==> src/rtl/imm_gen_pipe.sv <==
// RV32 immediate generator feeding a 2-entry in-order output FIFO with 1-cycle latency.
// Optional: define RVSIMPLE_IMM_ZICSR_EN to decode CSR zimm (funct3 101/110/111) as format Z.
module imm_gen_pipe #(
  parameter int XLEN  = 32,
  parameter int TAG_W = 32
) (
  input  logic             clock,
  input  logic             reset,
  input  logic             in_valid,
  output logic             in_ready,
  input  logic [31:0]      in_inst,
  input  logic [TAG_W-1:0] in_tag,
  output logic             out_valid,
  input  logic             out_ready,
  output logic [XLEN-1:0]  out_imm,
  output logic [2:0]       out_fmt,
  output logic [TAG_W-1:0] out_tag,
  output logic             out_illegal
);

  typedef enum logic [2:0] {
    FMT_NONE = 3'd0,
    FMT_I    = 3'd1,
    FMT_S    = 3'd2,
    FMT_B    = 3'd3,
    FMT_U    = 3'd4,
    FMT_J    = 3'd5,
    FMT_Z    = 3'd6
  } fmt_e;

  localparam logic [6:0] OPC_LOAD     = 7'h03;
  localparam logic [6:0] OPC_LOAD_FP  = 7'h07;
  localparam logic [6:0] OPC_MISC_MEM = 7'h0F;
  localparam logic [6:0] OPC_OP_IMM   = 7'h13;
  localparam logic [6:0] OPC_AUIPC    = 7'h17;
  localparam logic [6:0] OPC_STORE    = 7'h23;
  localparam logic [6:0] OPC_STORE_FP = 7'h27;
  localparam logic [6:0] OPC_AMO      = 7'h2F;
  localparam logic [6:0] OPC_OP       = 7'h33;
  localparam logic [6:0] OPC_LUI      = 7'h37;
  localparam logic [6:0] OPC_OP_FP    = 7'h53;
  localparam logic [6:0] OPC_BRANCH   = 7'h63;
  localparam logic [6:0] OPC_JALR     = 7'h67;
  localparam logic [6:0] OPC_JAL      = 7'h6F;
  localparam logic [6:0] OPC_SYSTEM   = 7'h73;

  typedef struct packed {
    logic [XLEN-1:0]  imm;
    logic [2:0]       fmt;
    logic [TAG_W-1:0] tag;
    logic             illegal;
  } entry_t;

  logic [31:0]     imm32;
  logic [XLEN-1:0] imm_ext;
  fmt_e            dec_fmt;
  logic            dec_illegal;
  entry_t          dec;
  entry_t          slot0;
  entry_t          slot1;
  logic [1:0]      count;
  logic            push;
  logic            pop;

  always_comb begin
    imm32       = '0;
    dec_fmt     = FMT_NONE;
    dec_illegal = 1'b0;
    if (in_inst[1:0] != 2'b11) begin
      dec_illegal = 1'b1;
    end else begin
      case (in_inst[6:0])
        OPC_LOAD, OPC_LOAD_FP, OPC_OP_IMM, OPC_JALR: begin
          dec_fmt = FMT_I;
          imm32   = {{20{in_inst[31]}}, in_inst[31:20]};
        end
        OPC_STORE, OPC_STORE_FP: begin
          dec_fmt = FMT_S;
          imm32   = {{20{in_inst[31]}}, in_inst[31:25], in_inst[11:7]};
        end
        OPC_BRANCH: begin
          dec_fmt = FMT_B;
          imm32   = {{19{in_inst[31]}}, in_inst[31], in_inst[7], in_inst[30:25],
                     in_inst[11:8], 1'b0};
        end
        OPC_LUI, OPC_AUIPC: begin
          dec_fmt = FMT_U;
          imm32   = {in_inst[31:12], 12'b0};
        end
        OPC_JAL: begin
          dec_fmt = FMT_J;
          imm32   = {{11{in_inst[31]}}, in_inst[31], in_inst[19:12], in_inst[20],
                     in_inst[30:21], 1'b0};
        end
        OPC_SYSTEM: begin
`ifdef RVSIMPLE_IMM_ZICSR_EN
          // zimm is zero-extended, so bit 31 stays 0 and the XLEN extension below is harmless
          if (in_inst[14:12] inside {3'b101, 3'b110, 3'b111}) begin
            dec_fmt = FMT_Z;
            imm32   = {27'b0, in_inst[19:15]};
          end
`endif
        end
        OPC_OP, OPC_OP_FP, OPC_MISC_MEM, OPC_AMO: begin
          dec_fmt = FMT_NONE;
        end
        default: begin
          dec_illegal = 1'b1;
        end
      endcase
    end
  end

  generate
    if (XLEN == 64) begin : g_ext64
      assign imm_ext = {{32{imm32[31]}}, imm32};
    end else begin : g_ext32
      assign imm_ext = imm32;
    end
  endgenerate

  always_comb begin
    dec         = '0;
    dec.imm     = imm_ext;
    dec.fmt     = dec_fmt;
    dec.tag     = in_tag;
    dec.illegal = dec_illegal;
  end

  assign in_ready  = (count < 2'd2);
  assign out_valid = (count != 2'd0);
  assign push      = in_valid && in_ready;
  assign pop       = out_valid && out_ready;

  // slot0 is always the head; a pop at count 2 shifts slot1 forward
  always_ff @(posedge clock or posedge reset) begin
    if (reset) begin
      count <= 2'd0;
      slot0 <= '0;
      slot1 <= '0;
    end else begin
      case (count)
        2'd0: begin
          if (push) begin
            slot0 <= dec;
            count <= 2'd1;
          end
        end
        2'd1: begin
          if (push && pop) begin
            slot0 <= dec;
          end else if (push) begin
            slot1 <= dec;
            count <= 2'd2;
          end else if (pop) begin
            count <= 2'd0;
          end
        end
        2'd2: begin
          if (pop) begin
            slot0 <= slot1;
            count <= 2'd1;
          end
        end
        default: count <= 2'd0;
      endcase
    end
  end

  assign out_imm     = slot0.imm;
  assign out_fmt     = slot0.fmt;
  assign out_tag     = slot0.tag;
  assign out_illegal = slot0.illegal;

endmodule

==> config.mk <==
export PLATFORM = sky130hd
export DESIGN_NAME = imm_gen_pipe
export DESIGN_NICKNAME = d
export VERILOG_FILES = /design/src/rtl/imm_gen_pipe.sv
export SDC_FILE = /design/constraint.sdc
export NUM_CORES = 1
export LEC_CHECK = 0
export ABC_AREA = 1
export CORE_MARGIN = 2
export CORE_UTILIZATION = 36
export CTS_BUF_LIST = sky130_fd_sc_hd__clkbuf_4
export DETAILED_ROUTE_END_ITERATION = 6
export GPL_TIMING_DRIVEN = 0
export PLACE_DENSITY = 0.67
export SYNTH_ARGS = -nofsm -noshare
export SYNTH_HDL_FRONTEND = slang
export SYNTH_SLANG_ARGS = --single-unit
==> constraint.sdc <==
create_clock -name clock -period 4.7 [get_ports clock]
set_input_delay 0.47 -clock clock [delete_from_list [all_inputs] [get_ports clock]]
set_output_delay 0.47 -clock clock [all_outputs]
set_load 0.01 [all_outputs]
==> flow_metrics.py <==
metrics = {
    "worst_setup_path": {
        "start_kind": "flip-flop",
        "worstPathArrival_ns": 1.76,
        "path_max_fanout": 3,
        "endpoint": "out_valid",
        "r2r-end": "out_imm[6]$_DFFE_PP0P_",
        "r2r_start": "count[1]$_DFFE_PP0P_",
        "end_kind": "output port",
        "cp_num_cells": 3,
        "worst-path-buf-inv": 2,
        "path_cells": "inv_2, nand2_1, clkdlybuf4s50_1",
        "timing.reg2reg.setup_slack_ns": 2.83,
        "r2r_cells": 6,
        "worst_path_largest_cell_delay_ns": 0.58,
        "critPathKind": "flip-flop to output port",
        "cp_top_family": "buffers and inverters",
        "slowest_stage": "clkdlybuf4s50_1",
        "startpoint": "count[1]$_DFFE_PP0P_",
        "cp.required_ns": 4.23,
    },
    "die": {
        "die_h_um": 141.5,
        "dieArea_um2": 20030,
        "start_util_pct": 36.52,
        "rows": 50,
        "core_um2": 18640,
        "die_x_um": 141.5,
        "pin_count": 138,
    },
    "routing": {
        "drt_iter0_drc": 498,
        "wl_per_cell_um": 15.11,
        "drt-total-wl_mm": 19.98,
        "ant_nets": 0,
        "drc": 0,
        "drtPass1Iterations": 5,
        "via_count": 6644,
        "viasPerCell": 5.022,
    },
    "placement": {
        "place_hpwl_mm": 14.11,
        "dpl_cell_area_um2": 8504,
        "port_buffers": 137,
        "dp_slack_ns": 2.379,
        "place.gp.congestion": 0.9530,
    },
    "finish": {
        "nets": 1143,
        "stdcell_area_um2": 8811,
        "drive_gt1_share_pct": 7.904,
        "final_common_cell": "nand2_1",
        "nFillCells": 1916,
        "syn_to_final_growth_pct": 29.42,
        "final_cell_mix": "nand2_1, nor2_1, dfrtp_1",
    },
    "global_routing": {
        "grt_pass1_vias": 6279,
        "grt_start_max_net_pins": 96,
        "grt_pass1_wl_mm": 32.69,
        "antenna_found_initial": 1,
        "grtUsageTotal_pct": 20.72,
        "grt.overflow.total": 0,
    },
    "timing": {
        "setup_violations": 0,
        "slew_headroom_pct": 55.66,
        "drv_slew": 0,
        "hold_viol_final": 0,
        "setup_ws_ns": 2.465,
        "timing.final.crit_period_ns": 2.235,
        "rsz0062_at_grt": "no",
        "fin_crit_sh_pct": 47.55,
        "worst_pin_slew_ns": 0.6651,
        "fmax_ghz": 0.4475,
        "clock_skew_ns": 0.01969,
    },
    "clock_network": {
        "clockBufferDepth": 2,
        "clock_sinks": 138,
        "post_cts_buffers": 0,
        "cts_hold_buffers": 0,
        "cts.clk_slew.worst_paths_ns": 0.14,
        "cts-resized-gates": 0,
        "h-tree-depth": 4,
        "cts_tree": "built",
        "root_buffer": "clkbuf_4",
        "insertion_delay_ns": 0.57,
        "cts_made_buffers": 17,
    },
    "power": {
        "peakVddDrop_v": 0.0002038,
        "p_leak_nw": 4.412,
        "power_density_nw_per_um2": 559.1,
    },
    "synth": {
        "syn_inst": 918,
        "seq_area_frac_synth_pct": 50.73,
        "synth_warnings": 0,
        "synth.distinct_cells": 23,
        "ys_ff_latch": 138,
        "syn_nets": 986,
        "netlist_area_um2": 6808,
        "avgSynthCellArea_um2": 7.416,
    },
    "outcome": {
        "status": "finished, final reports clean",
    },
    "run": {
        "cap_viol_max_count": 0,
    },
    "min_path": {
        "min_path_type": "primary input to async pin",
    },
}
-- synth_stat cells --
library cell / instances / area, um2
buf_2: 35 / 175.2
nor2_2: 4 / 25.02
a21oi_1: 2 / 10.01
o21ai_0: 5 / 25.02
dfrtp_1: 138 / 3453
buf_6: 2 / 22.52
clkbuf_1: 18 / 67.56
nand2_2: 1 / 6.260
a31oi_1: 66 / 412.9
nand2_1: 321 / 1205
buf_4: 3 / 22.52
inv_2: 5 / 18.77
o211ai_1: 1 / 7.510
nor2_1: 186 / 698.2
o22ai_2: 1 / 12.51
nand4_1: 12 / 75.07
clkinv_1: 1 / 3.750
inv_1: 18 / 67.56
buf_1: 5 / 18.77
nand3_1: 90 / 450.4
o21ai_1: 1 / 5.000
nor3_1: 1 / 5.000
nand3_2: 2 / 20.02
-- per-stage QoR --
step	TNS [ns]	cells	total power [mW]	hold slack [ns]	util [%]
after floorplan	0	918	3.146	0.4422	-
after global placement	-226.10	1289	4.064	0.4532	45.44
after detailed placement	0	1290	4.115	0.4583	45.62
after CTS	0	1322	4.961	0.2813	47.25
after global routing	0	1323	5.308	0.2873	47.26
final	0	1323	4.926	0.2873	47.26
-- cell type report --
| cell class | count | area [um2] | share of cell area (%) |
|---|---|---|---|
| flip-flops and latches | 138 | 3453 | 39.19 |
| clock inverters | 15 | 176.4 | 2.002 |
| clock buffers | 17 | 127.6 | 1.448 |
| repair buffers | 138 | 1399 | 15.88 |
| multi-input cells | 693 | 2958 | 33.57 |
| plain buffers | 63 | 306.5 | 3.479 |
| well taps | 234 | 292.8 | 3.323 |
| diodes | 1 | 2.502 | 0.02840 |
| inverters | 24 | 95.09 | 1.079 |
-- metal layers --
layer / GRT usage [%] / vias up / share of wire, %
met5: 0 / - / 0
met4: 7.053 / 0 / 2.3
met3: 4.084 / 39 / 5.3
met2: 33.16 / 215 / 47
met1: 28.26 / 3105 / 45
li1: - / 3285 / -
-- flip-flops by register name, summed over array words and instances, names as in the netlist --
name / cells
slot1: 68
out_imm: 32
out_tag: 32
out_fmt: 3
count: 2
out_illegal: 1
-- worst min path at each step --
stage                                   end  slack, ns  cells after the start
CTS                 out_illegal$_DFFE_PP0P_       0.28                      2
global route        out_imm[31]$_DFFE_PP0P_       0.29                      2
detailed placement    slot1[26]$_DFFE_PP0P_       0.46                      2
floorplan             slot1[10]$_DFFE_PP0P_       0.44                      2
global placement      slot1[16]$_DFFE_PP0P_       0.45                      2
finish              out_imm[31]$_DFFE_PP0P_       0.29                      2
-- power by group --
group / switching (mW) / internal (mW)
Sequential: 0.290 / 1.74
Clock: 0.512 / 0.336
Combinational: 1.11 / 0.945
-- cells by family after synthesis --
logic type / synth area share (%)
simple gates: 36.50
compound gates: 6.947
buf+inv: 5.826
flops: 50.73
Note: power is estimated with default switching activity, not from simulation.
